File: src/rtl/pc_stack_unit.sv
// pc_stack_unit
//   Program-counter sequencer with a hardware call/data stack. On each
//   retire strobe (step) in RUN, one control-flow action is taken. The
//   priority order is CALL > RET > JMP > PUSH > POP > GSA > sequential
//   increment. A stack overflow or underflow parks the block in FAULT
//   until clear_fault is asserted.
//
//   state | meaning
//   RUN   | normal sequencing, step honoured
//   FAULT | stack overflow/underflow seen, step ignored until clear_fault
//
// Ports
//   clk, rst_n                     clock, async active-low reset
//   step                           retire strobe qualifying the flags
//   JMP/CALL/RET/PUSH/POP/GSA_flag control-flow decoder flags
//   Kernel_flag                    JMP also raises kernel_mode
//   Mini_ALU_op/v1/v2              target = v1 +/- v2 (op[0]), value operands
//   clear_fault                    leave FAULT
//   PC_pos                         current program counter
//   wb_valid/wb_reg/wb_data        registered one-cycle write-back
//   stack_empty/stack_full         occupancy flags
//   kernel_mode, fault, fault_code privilege and fault status
module pc_stack_unit #(
  parameter int STACK_DEPTH = 16,
  parameter int PC_WIDTH    = 16
) (
  input  logic                clk,
  input  logic                rst_n,
  input  logic                step,
  input  logic                JMP_flag,
  input  logic                CALL_flag,
  input  logic                RET_flag,
  input  logic                PUSH_flag,
  input  logic                POP_flag,
  input  logic                GSA_flag,
  input  logic                Kernel_flag,
  input  logic [3:0]          Mini_ALU_op,
  input  logic [31:0]         Mini_ALU_v1,
  input  logic [31:0]         Mini_ALU_v2,
  input  logic                clear_fault,
  output logic [PC_WIDTH-1:0] PC_pos,
  output logic                wb_valid,
  output logic [7:0]          wb_reg,
  output logic [31:0]         wb_data,
  output logic                stack_empty,
  output logic                stack_full,
  output logic                kernel_mode,
  output logic                fault,
  output logic [1:0]          fault_code
);

  localparam int IDX_W = $clog2(STACK_DEPTH);
  localparam int SP_W  = IDX_W + 1;
  localparam logic [SP_W-1:0] FULL_CNT = SP_W'(STACK_DEPTH);

  typedef enum logic {RUN, FAULT} state_t;

  state_t              state;
  logic [PC_WIDTH-1:0] pc;
  logic [SP_W-1:0]     sp;
  logic [SP_W-1:0]     sp_m1;
  logic [31:0]         stack_mem [STACK_DEPTH];
  logic [31:0]         alu_res;
  logic [PC_WIDTH-1:0] target;
  logic [PC_WIDTH-1:0] pc_inc;
  logic [31:0]         top_entry;
  logic                is_empty;
  logic                is_full;
  logic                push_en;
  logic [31:0]         push_data;
  logic                unused_ok;

  assign alu_res   = Mini_ALU_op[0] ? (Mini_ALU_v1 - Mini_ALU_v2) : (Mini_ALU_v1 + Mini_ALU_v2);
  assign target    = PC_WIDTH'(alu_res);
  assign pc_inc    = pc + 1'b1;
  assign sp_m1     = sp - 1'b1;
  assign top_entry = stack_mem[sp_m1[IDX_W-1:0]];
  assign is_empty  = (sp == '0);
  assign is_full   = (sp == FULL_CNT);

  // Only op[0] is meaningful; upper ALU bits are dropped when forming target.
  assign unused_ok = ^{Mini_ALU_op[3:1], alu_res};

  assign PC_pos      = pc;
  assign stack_empty = is_empty;
  assign stack_full  = is_full;

  // Stack write port: only CALL and PUSH write, and only when they win
  // arbitration and the stack has room.
  always_comb begin
    push_en   = 1'b0;
    push_data = 32'd0;
    if (state == RUN && step) begin
      if (CALL_flag) begin
        push_en   = !is_full;
        push_data = 32'(pc_inc);
      end else if (!RET_flag && !JMP_flag && PUSH_flag) begin
        push_en   = !is_full;
        push_data = Mini_ALU_v1;
      end
    end
  end

  // Contents are don't-care after reset, so the array carries no reset.
  always_ff @(posedge clk) begin
    if (push_en) stack_mem[sp[IDX_W-1:0]] <= push_data;
  end

  always_ff @(posedge clk or negedge rst_n) begin
    if (!rst_n) begin
      state       <= RUN;
      pc          <= '0;
      sp          <= '0;
      kernel_mode <= 1'b0;
      fault       <= 1'b0;
      fault_code  <= 2'b00;
      wb_valid    <= 1'b0;
      wb_reg      <= 8'd0;
      wb_data     <= 32'd0;
    end else begin
      wb_valid <= 1'b0;
      if (state == RUN) begin
        if (step) begin
          if (CALL_flag) begin
            if (is_full) begin
              state      <= FAULT;
              fault      <= 1'b1;
              fault_code <= 2'b01;
            end else begin
              sp <= sp + 1'b1;
              pc <= target;
            end
          end else if (RET_flag) begin
            if (is_empty) begin
              state      <= FAULT;
              fault      <= 1'b1;
              fault_code <= 2'b10;
            end else begin
              sp          <= sp_m1;
              pc          <= top_entry[PC_WIDTH-1:0];
              kernel_mode <= 1'b0;
            end
          end else if (JMP_flag) begin
            // A self-target (HALT) naturally holds PC here.
            pc <= target;
            if (Kernel_flag) kernel_mode <= 1'b1;
          end else if (PUSH_flag) begin
            if (is_full) begin
              state      <= FAULT;
              fault      <= 1'b1;
              fault_code <= 2'b01;
            end else begin
              sp <= sp + 1'b1;
              pc <= pc_inc;
            end
          end else if (POP_flag) begin
            if (is_empty) begin
              state      <= FAULT;
              fault      <= 1'b1;
              fault_code <= 2'b10;
            end else begin
              sp       <= sp_m1;
              pc       <= pc_inc;
              wb_valid <= 1'b1;
              wb_reg   <= Mini_ALU_v1[7:0];
              wb_data  <= top_entry;
            end
          end else if (GSA_flag) begin
            pc       <= pc_inc;
            wb_valid <= 1'b1;
            wb_reg   <= Mini_ALU_v1[7:0];
            wb_data  <= 32'(sp);
          end else begin
            pc <= pc_inc;
          end
        end
      end else begin
        if (clear_fault) begin
          state      <= RUN;
          fault      <= 1'b0;
          fault_code <= 2'b00;
        end
      end
    end
  end

endmodule

File: config.mk
export PLATFORM = sky130hd
export DESIGN_NAME = pc_stack_unit
export DESIGN_NICKNAME = d
export VERILOG_FILES = /design/src/rtl/pc_stack_unit.sv
export SDC_FILE = /design/constraint.sdc
export NUM_CORES = 1
export LEC_CHECK = 0
export BUFFER_PORTS_ARGS = -buffer_cell sky130_fd_sc_hd__buf_2
export CORE_MARGIN = 2
export CORE_UTILIZATION = 48
export DETAILED_ROUTE_END_ITERATION = 16
export PLACE_DENSITY = 0.65
export SYNTH_ARGS = -nofsm -noshare
export SYNTH_HDL_FRONTEND = slang
export SYNTH_SLANG_ARGS = --single-unit
File: constraint.sdc
create_clock -name clk -period 4.8 [get_ports clk]
set_input_delay 0.96 -clock clk [delete_from_list [all_inputs] [get_ports clk]]
set_output_delay 0.96 -clock clk [all_outputs]
set_load 0.005 [all_outputs]
==> Word-level counts from Yosys, hierarchy flattened <==
Memories as Yosys holds them, arrays and structs flattened.
Cells that the tools add are included.
{ "word_totals": {"regBits": 67, "n_memories": 1, "out_inout_bits": 63, "ram_bits": 512, "wordCells": 122} }
{ "op_classes": {"n_addsub": 5, "eq_ne": 10, "n_bitwise": 5, "muxes": 74, "n_reduce_logical": 18} }
{ "memory_table": {"columns": ["name", "depth", "width", "rd", "rd_clocked_by_memory_dff", "wr", "line_no", "source"], "rows": [
  ["stack_mem", 16, 32, 1, 0, 1, "62", "logic [31:0] stack_mem [STACK_DEPTH];"]
]} }
{ "op_table": {"columns": ["op", "count"], "rows": [
  ["$mux W32", 6],
  ["$mux W16", 10],
  ["$mux W1", 38],
  ["$mux W5", 7],
  ["$mux W8", 3],
  ["$mux W2", 10],
  ["$add A16 B1 Y16 const B", 1],
  ["$add A16 B16 Y16", 1],
  ["$sub A16 B16 Y16", 1],
  ["$reduce_and A6 Y1", 2],
  ["$ne A2 B2 Y1 const B", 4],
  ["$reduce_and A4 Y1", 2],
  ["$reduce_and A8 Y1", 1],
  ["$reduce_bool A2 Y1", 4],
  ["$add A5 B1 Y5 const B", 1],
  ["$eq A5 B5 Y1 const B", 1],
  ["$logic_not A5 Y1", 1],
  ["$ne A5 B5 Y1 const B", 1],
  ["$not A1 Y1", 5],
  ["$reduce_bool A5 Y1", 1],
  ["$sub A5 B1 Y5 const B", 1],
  ["$ne A4 B1 Y1 const B", 1],
  ["$ne A4 B4 Y1 const B", 1],
  ["$reduce_bool A4 Y1", 1],
  ["4 further kinds", 8]
]} }

==> Logic depth before layout (Yosys ltp) <==
Gate-level depths: netlist of the first run.
{ "logic_depth": {"word_depth": 9, "depth_mapped": 15} }

==> Worst setup path after synthesis of the first run <==
Ideal clock, no wire load.
{ "synth_path": {"kind": "input to register", "startpoint": "in POP_flag", "endpoint": "mem stack_mem[11][0] (enable)", "arrival_time_ns": 4.341, "slack_ns": -0.002, "path_stages": 7, "path_buffers": 2, "setup_ns": 0.461, "path_cell_list": "clkbuf_1 > nor2_1 > o21ai_0 > and2_0 > nand2_1 > clkbuf_1 > nor3_1"} }
{ "synth_lines": {"columns": ["item", "line_no", "source"], "rows": [
  ["start, declared", "34", "input logic POP_flag,"],
  ["end, declared", "62", null]
]} }

==> Worst setup path after layout of the first run <==
{ "layout_path": {"startpoint": "reg sp[0]", "endpoint": "reg pc[10], in the netlist PC_pos[10]"} }
{ "layout_between": {"elab_chain_cells": 5, "elab_cells_between_ends": 12, "classes_between": "add/sub (1); eq/ne (5); mux (3); reduce/logical (2); memory (1)"} }
{ "layout_rtl": {"columns": ["item", "line_no", "source"], "rows": [
  ["start, declared", "60", "logic [SP_W-1:0] sp;"],
  ["start signal, assigned", "130", "sp <= sp + 1'b1;"],
  ["start signal, assigned", "139", "sp <= sp_m1;"],
  ["start signal, assigned", "153", "sp <= sp + 1'b1;"],
  ["$sub A5 B1 Y5", "76", "assign sp_m1 = sp - 1'b1;"],
  ["$mem_v2 Z16 W32", null, null],
  ["$mux W16", "134", "if (is_empty) begin"],
  ["$mux W16", "133", "end else if (RET_flag) begin"],
  ["$mux W16", "124", "if (CALL_flag) begin"],
  ["end signal, assigned", "131", "pc <= target;"],
  ["end signal, assigned", "140", "pc <= top_entry[PC_WIDTH-1:0];"],
  ["end signal, assigned", "145", "pc <= target;"],
  ["end, declared", "59", "logic [PC_WIDTH-1:0] pc;"]
]} }
Several ways; a longest one is shown, not always the timed one. The select of a mux whose other input is x is not followed.
A chain may end at the register's enable or synchronous reset.

==> results of run 1 <==
-- layer usage --
metal  track usage, %  part of all wire, %  wire length (um)  vias up
li1                 -                    -                 -     5636
met1             32.2                   43             24700     6887
met2             36.4                   49             27800      522
met3             3.40                  6.3              3620       91
met4             5.72                  2.0              1150        0
met5                0                    0                 0        -
-- worst reg2reg max path, delay by kind of cell, from the launching register on --
kind,cells,cell delay [ns]
mux,2,0.62
buf+inv,2,0.65
compound gates,4,0.85
xor+xnor,1,0.51
flops,1,0.58
fa+ha+maj,1,0.49
-- cell type report --
type	instances	share of cell area [%]
inverter	21	0.283
clock inverter	29	1.30
tap	672	3.02
clock buffer	78	5.85
timing repair buffer	174	4.06
sequential	579	61.3
multi-input combinational	649	24.2
-- path summary, 6_finish.rpt --
check                           startpoint          to  slack, ns  depth (start not counted)
worst min-delay path                 rst_n  wb_data[5]       0.47                          1
max in group asynchronous            rst_n       sp[0]       3.47                          2
worst max register to register       sp[0]  PC_pos[10]       0.97                         10
min in group clk                 wb_reg[7]   wb_reg[7]       0.47                          2
worst max-delay path                 sp[0]  PC_pos[10]       0.97                         10
worst min register to register   wb_reg[7]   wb_reg[7]       0.47                          2
-- per-stage QoR --
step	util (%)	hold slack, ns	cells
6_report	55.8	0.473	2202
5_1_grt	55.8	0.492	2202
4_1_cts	55.8	0.465	2202
3_5_place_dp	51.8	0.460	2095
3_3_place_gp	51.8	0.455	2095
2_1_floorplan	-	0.470	1315
-- cell usage in the layout (no fill, tap or decap), types with 10 or more instances in the layout --
| cell | n |
|---|---|
| and2_1 | 18 |
| nand3_1 | 18 |
| buf_2 | 121 |
| o21ai_1 | 14 |
| clkbuf_16 | 58 |
| edfxtp_1 | 512 |
| o21ai_0 | 39 |
| clkbuf_8 | 10 |
| clkinv_2 | 10 |
| a211oi_1 | 18 |
| xor2_1 | 12 |
| buf_4 | 43 |
| nand2_1 | 76 |
| nor2_1 | 55 |
| mux4_2 | 154 |
| nor2_4 | 12 |
| buf_12 | 10 |
| mux2i_1 | 12 |
| ha_1 | 21 |
| clkbuf_1 | 10 |
| inv_1 | 20 |
| nor3_1 | 10 |
| dfrtp_1 | 66 |
| a22o_1 | 24 |
| xnor2_1 | 31 |
| a21oi_1 | 32 |
-- kinds of logic (layout without fill, tap and decap cells) --
logic type,after synthesis,in the layout,share of synthesized area [%]
AOI/OAI and AO/OA,176,176,4.75
xor gates and xnor gates,46,46,1.75
adders and majority gates,23,23,1.23
buffers and inverters,87,302,1.76
DFF,579,579,70.9
muxes,169,169,15.1
and+or+nand+nor,235,235,4.56
-- power groups by stage --
| stage | Sequential, W | Clock (W) | Combinational, W |
|---|---|---|---|
| floorplan | 0.00618 | 0 | 0.00389 |
| global placement | 0.00627 | 0 | 0.00545 |
| detailed placement | 0.00629 | 0 | 0.00548 |
| CTS | 0.00619 | 0.00472 | 0.00550 |
| global route | 0.00623 | 0.00491 | 0.00584 |
| finish | 0.00619 | 0.00464 | 0.00544 |
==> metrics, run 1 <==
status=completed; number of global-route vias before repair=around 14k; nets@finish=1585; Synth cell types=between 60 and 70; power per cell area=585 mW/mm^2; Pre-antenna DRT Iters=8; syn_nets=between 1k and 1.5k; WP buf/inv=2; CTS root buf=clkbuf_16; internal power=0.0112 W; Rel. slew slack=27.9%; Setup-failing EPs final=0; crit share post-route=79.7%; setup bufs post-CTS=0; Post-synth top flop=edfxtp_1; width of the chip=228 um; CP max FO=24; max-slew violations=0; dpl cell area=between 0.02 and 0.03 mm^2; Post-synth EDFFs=512; Critical Path Sink Type=flip-flop; dominant cell type by area after synthesis=edfxtp_1; Worst-path clk slew=0.06 ns; top-count cell post-synth=edfxtp_1; layout cells sized above 1=29.5%; DRC viols=0; Mean Syn Cell Area=18.3 um^2; Max VDD drop=about 0.47 mV; register area=0.0171 mm^2; post-synthesis cell count=about 1.3k; row cnt=82; final wirelength=57300 um; total CTS buffers=58; WS Path Type=reg -> reg; CTS Sinks=579; TritonCTS clock tree=built; WP data arrival=4.30 ns; Post-synth ARST share=11.6%; Clock Latency Late Sink=between 0.6 and 0.7 ns; first-pass GRT wire length=~87000 um; PortBufs=roughly 120; clock share of power=between 20 and 30%; worst slew pin tran=approximately 1.1 ns; final hold vios=0; worst min path class=in -> async; drt wl/cell=26.0 um; Die Height=228 um; largest net degree at the start of global routing=120; hold_buf cts=0; fmax=0.261 GHz; Vias=13.1k; Initial DRC Count=about 1.4k; CP Cell Sequence=inv_1 -> ha_1 -> xor2_4 -> buf_12 -> mux4_2 -> mux2_2 -> o21ai_1 -> o32ai_1 -> a21oi_1 -> o21ai_1; Synth area leaders=edfxtp_1 64%, mux4_2 14%, dfrtp_1 7.0%, xnor2_1 1.2%, nand2_1 1.2%; static leakage=~9.8 nW; cell mode on critical path=o21ai_1; deepest clock path buffer count=3; Net Sw Frac=31.1%; synthesized flop and latch total=579; GRT Total Usage=22.4%; DRT antenna net count=0; Worst path max stage delay=between 0.5 and 0.6 ns; Final Cell Area=0.0278 mm^2; RSZ-0062 raised after global routing=false; Seq/Total Area, Yosys=between 70% and 80%; filler cell count=3841; routed vias/inst=5.97; number of max-cap violations=0; PnR worst setup slack=0.973 ns; gpl congestion=between 0.9 and 1; HPWL Detailed=approximately 33000 um; Area Overhead vs Synth=15.7%; NetSw=0.00506 W; flip-flop count of the largest register after layout=512; share of power burned in registers=38.1%; post-synth top area share=63.9%; Yosys warning count=0; dpl ws=0.839 ns; Critical Path RT=approximately 5.3 ns; Setup TNS=0 ns; H-Tree Depth=2; post-CTS sizing=0; IO Count=142; # diodes=0; Combinational Power Share=33.4%; skew final=roughly 0.037 ns; mapped cell area=0.0241 mm^2; gr ovfl total=0; area of the multi-input gates=0.00673 mm^2; die area=a little over 0.05 mm^2; fin crit period=3.83 ns; Startpoint Class=flip-flop; Core Area=0.0499 mm^2; slowest stage cell, crit path=dfrtp_4; Starting Density=48.2%; initial antenna violation count=0; Tot Pwr=about 0.016 W; delay-heaviest family, CP=compound AO/OA/AOI/OAI gates; most common library cells after synthesis=512 x edfxtp_1, 154 x mux4_2, 76 x nand2_1
Power figures use the tool's default switching activity.
==> run 2, diff against run 1 <==
Clock period 4.8 ns to 3.83 ns, I/O delays scaled along.
==> run 2 against run 1 <==
  * Register-to-register slack got worse by 0.56 ns
  * Utilization increased by 0.47 points
  * Combinational power is 27% higher
  * Clock power up 27%
  * Cell count increased by 0.82%
  * Clock skew is 0.0044 ns lower
  * Design area grew 0.85%
  * Critical path depth is the same
  * Setup slack worse by 0.56 ns
  * Count of clock-buffer cells in the layout decreased by 1
==> metrics, run 2 (synthesis results as in run 1) <==
status=completed; Rel. slew slack=28.7% (+0.85 points); routed vias/inst=5.97 (+0.15%); fin crit period=3.42 ns (-0.406 ns); nets@finish=1601 (+1.0%); clock share of power=28.6% (about the same); worst min path class=in -> async; setup bufs post-CTS=0 (unchanged); fin util=56.3% (+0.47 points); IO Count=142 (unchanged); CP max FO=20 (-17%); busiest metal layer after global routing=met2; Core Area=0.0499 mm^2 (unchanged); filler cell count=3867 (+0.68%); WP data arrival=3.95 ns (-0.35 ns); Pre-antenna DRT Iters=5 (-3); met2 usage=35.8% (-0.58 points); Startpoint Class=flip-flop; GRT Total Usage=22.6% (+0.18 points); fmax=0.292 GHz (+12%); met3 Use GR=4.08% (+0.67 points); CP Cell Sequence=inv_1 -> ha_1 -> xor2_4 -> buf_4 -> buf_4 -> mux4_2 -> a211oi_1 -> a31oi_1 -> a22oi_1 -> a31oi_1; largest net degree at the start of global routing=96 (-20%); Critical Path Sink Type=flip-flop; number of global-route vias before repair=13.4k (-0.63%); Worst path max stage delay=0.60 ns (+0.02 ns); layout cells sized above 1=30.0% (+0.50 points); commonest non-fill, non-tap cell in the layout=edfxtp_1; DRT antenna net count=0 (unchanged); share of power burned in registers=37.7% (-0.4 points); Max VDD drop=0.436 mV (-6.6%); gpl congestion=0.931 (+2.5%); drt wl/cell=26.2 um (+0.49%); row cnt=82 (unchanged); max-slew violations=0 (unchanged); PortBufs=122 (unchanged); gr ovfl total=0 (unchanged); Final Cell Area=0.0281 mm^2 (+0.85%); slowest stage cell, crit path=dfrtp_4; final wirelength=58100 um (+1.3%); # diodes=0 (unchanged); Area Overhead vs Synth=16.6%; Worst-path clk slew=0.06 ns (about the same); Combinational Power Share=33.7% (+0.3 points); delay-heaviest family, CP=compound AO/OA/AOI/OAI gates; post-CTS sizing=0 (unchanged); Vias=13.3k (+0.97%); DRC viols=0 (unchanged); Worst Hold Slack=0.250 ns (-0.223 ns); die area=0.0519 mm^2 (unchanged); width of the chip=228 um (unchanged); WP buf/inv=3 (+1); final hold vios=0 (unchanged); hold_buf cts=0 (unchanged); Critical Path RT=4.36 ns (-0.91 ns); CTS Sinks=579 (unchanged); deepest clock path buffer count=3 (unchanged); Initial DRC Count=1508 (+4.9%); Starting Density=48.2% (unchanged); Net Sw Frac=30.9% (-0.16 points); Setup-failing EPs final=0 (unchanged); Setup TNS=0 ns (unchanged); WS Path Type=reg -> reg; TritonCTS clock tree=built; NetSw=0.00635 W (+26%); first-pass GRT wire length=87000 um (+0.56%); worst slew pin tran=1.07 ns (-0.0153 ns); Cells after DPL=2111 (+0.76%); H-Tree Depth=2 (unchanged); r2r setup slk=0.41 ns (-0.56 ns); static leakage=9.88 nW (+1.2%); HPWL Detailed=33900 um (+2.1%); crit share post-route=89.3% (+9.6 points); total CTS buffers=58 (unchanged); CTS root buf=clkbuf_16; power per cell area=733 mW/mm^2 (+25%); dpl cell area=0.0261 mm^2 (+0.85%); initial antenna violation count=0 (unchanged); flip-flop count of the largest register after layout=512 (unchanged); commonest non-fill, non-tap cells in the layout=512 x edfxtp_1, 154 x mux4_2, 121 x buf_2; skew final=0.0323 ns (-0.00436 ns); M1 GR Usage=32.5% (+0.36 points); number of max-cap violations=0 (unchanged); RSZ-0062 raised after global routing=false; Clock Latency Late Sink=0.63 ns (about the same); Final Instance Count excl. Fillers=2220 (+0.82%); internal power=0.0142 W (+27%); Die Height=228 um (unchanged)
## run 2: cell types whose count changed in the layout (fill, tap and decap cells not counted), sizes merged
cell	previous run	this run
clkbuf	78	77
inv	22	21
bufinv	6	8
buf	174	190
clkinvlp	4	3
clkinv	18	21
## run 2: cell type report
type	count	area, um^2	share of cell area [%]
flip-flops and latches	579	17100	60.8
repair buffers	190	1350	4.81
well taps	672	841	3.00
inverters	21	78.8	0.281
clock buffers	77	1580	5.64
clock inverters	32	422	1.50
multi-input cells	649	6730	24.0
## run 2: power groups by stage
| stage | combinational (W) | sequential (W) | clock [W] |
|---|---|---|---|
| 2_1_floorplan | 0.00488 | 0.00775 | 0 |
| 3_3_place_gp | 0.00691 | 0.00786 | 0 |
| 3_5_place_dp | 0.00697 | 0.00788 | 0 |
| 4_1_cts | 0.00700 | 0.00776 | 0.00597 |
| 5_1_grt | 0.00740 | 0.00780 | 0.00625 |
| 6_report | 0.00692 | 0.00776 | 0.00587 |
## run 2: layer usage
metal  wire, um  vias up
li1           -     5681
met1      24800     6905
met2      27900      580
met3       4170       97
met4       1260        0
met5          0        -
## run 2: per-stage QoR
step / setup slack [ns] / power, W
final: 0.409 / 0.0206
after global routing: 0.157 / 0.0215
after CTS: 0.420 / 0.0207
after detailed placement: 0.318 / 0.0148
after global placement: 0.351 / 0.0148
after floorplan: -0.778 / 0.0126
## run 2: final timing paths
path,start,to,depth (start not counted)
max,sp[0],PC_pos[12],10
min,rst_n,wb_data[11],1
max reg2reg,sp[0],PC_pos[12],10
min reg2reg,wb_reg[6],wb_reg[6],2
max in group asynchronous,rst_n,wb_data[18],2
min in group clk,clear_fault,state,2
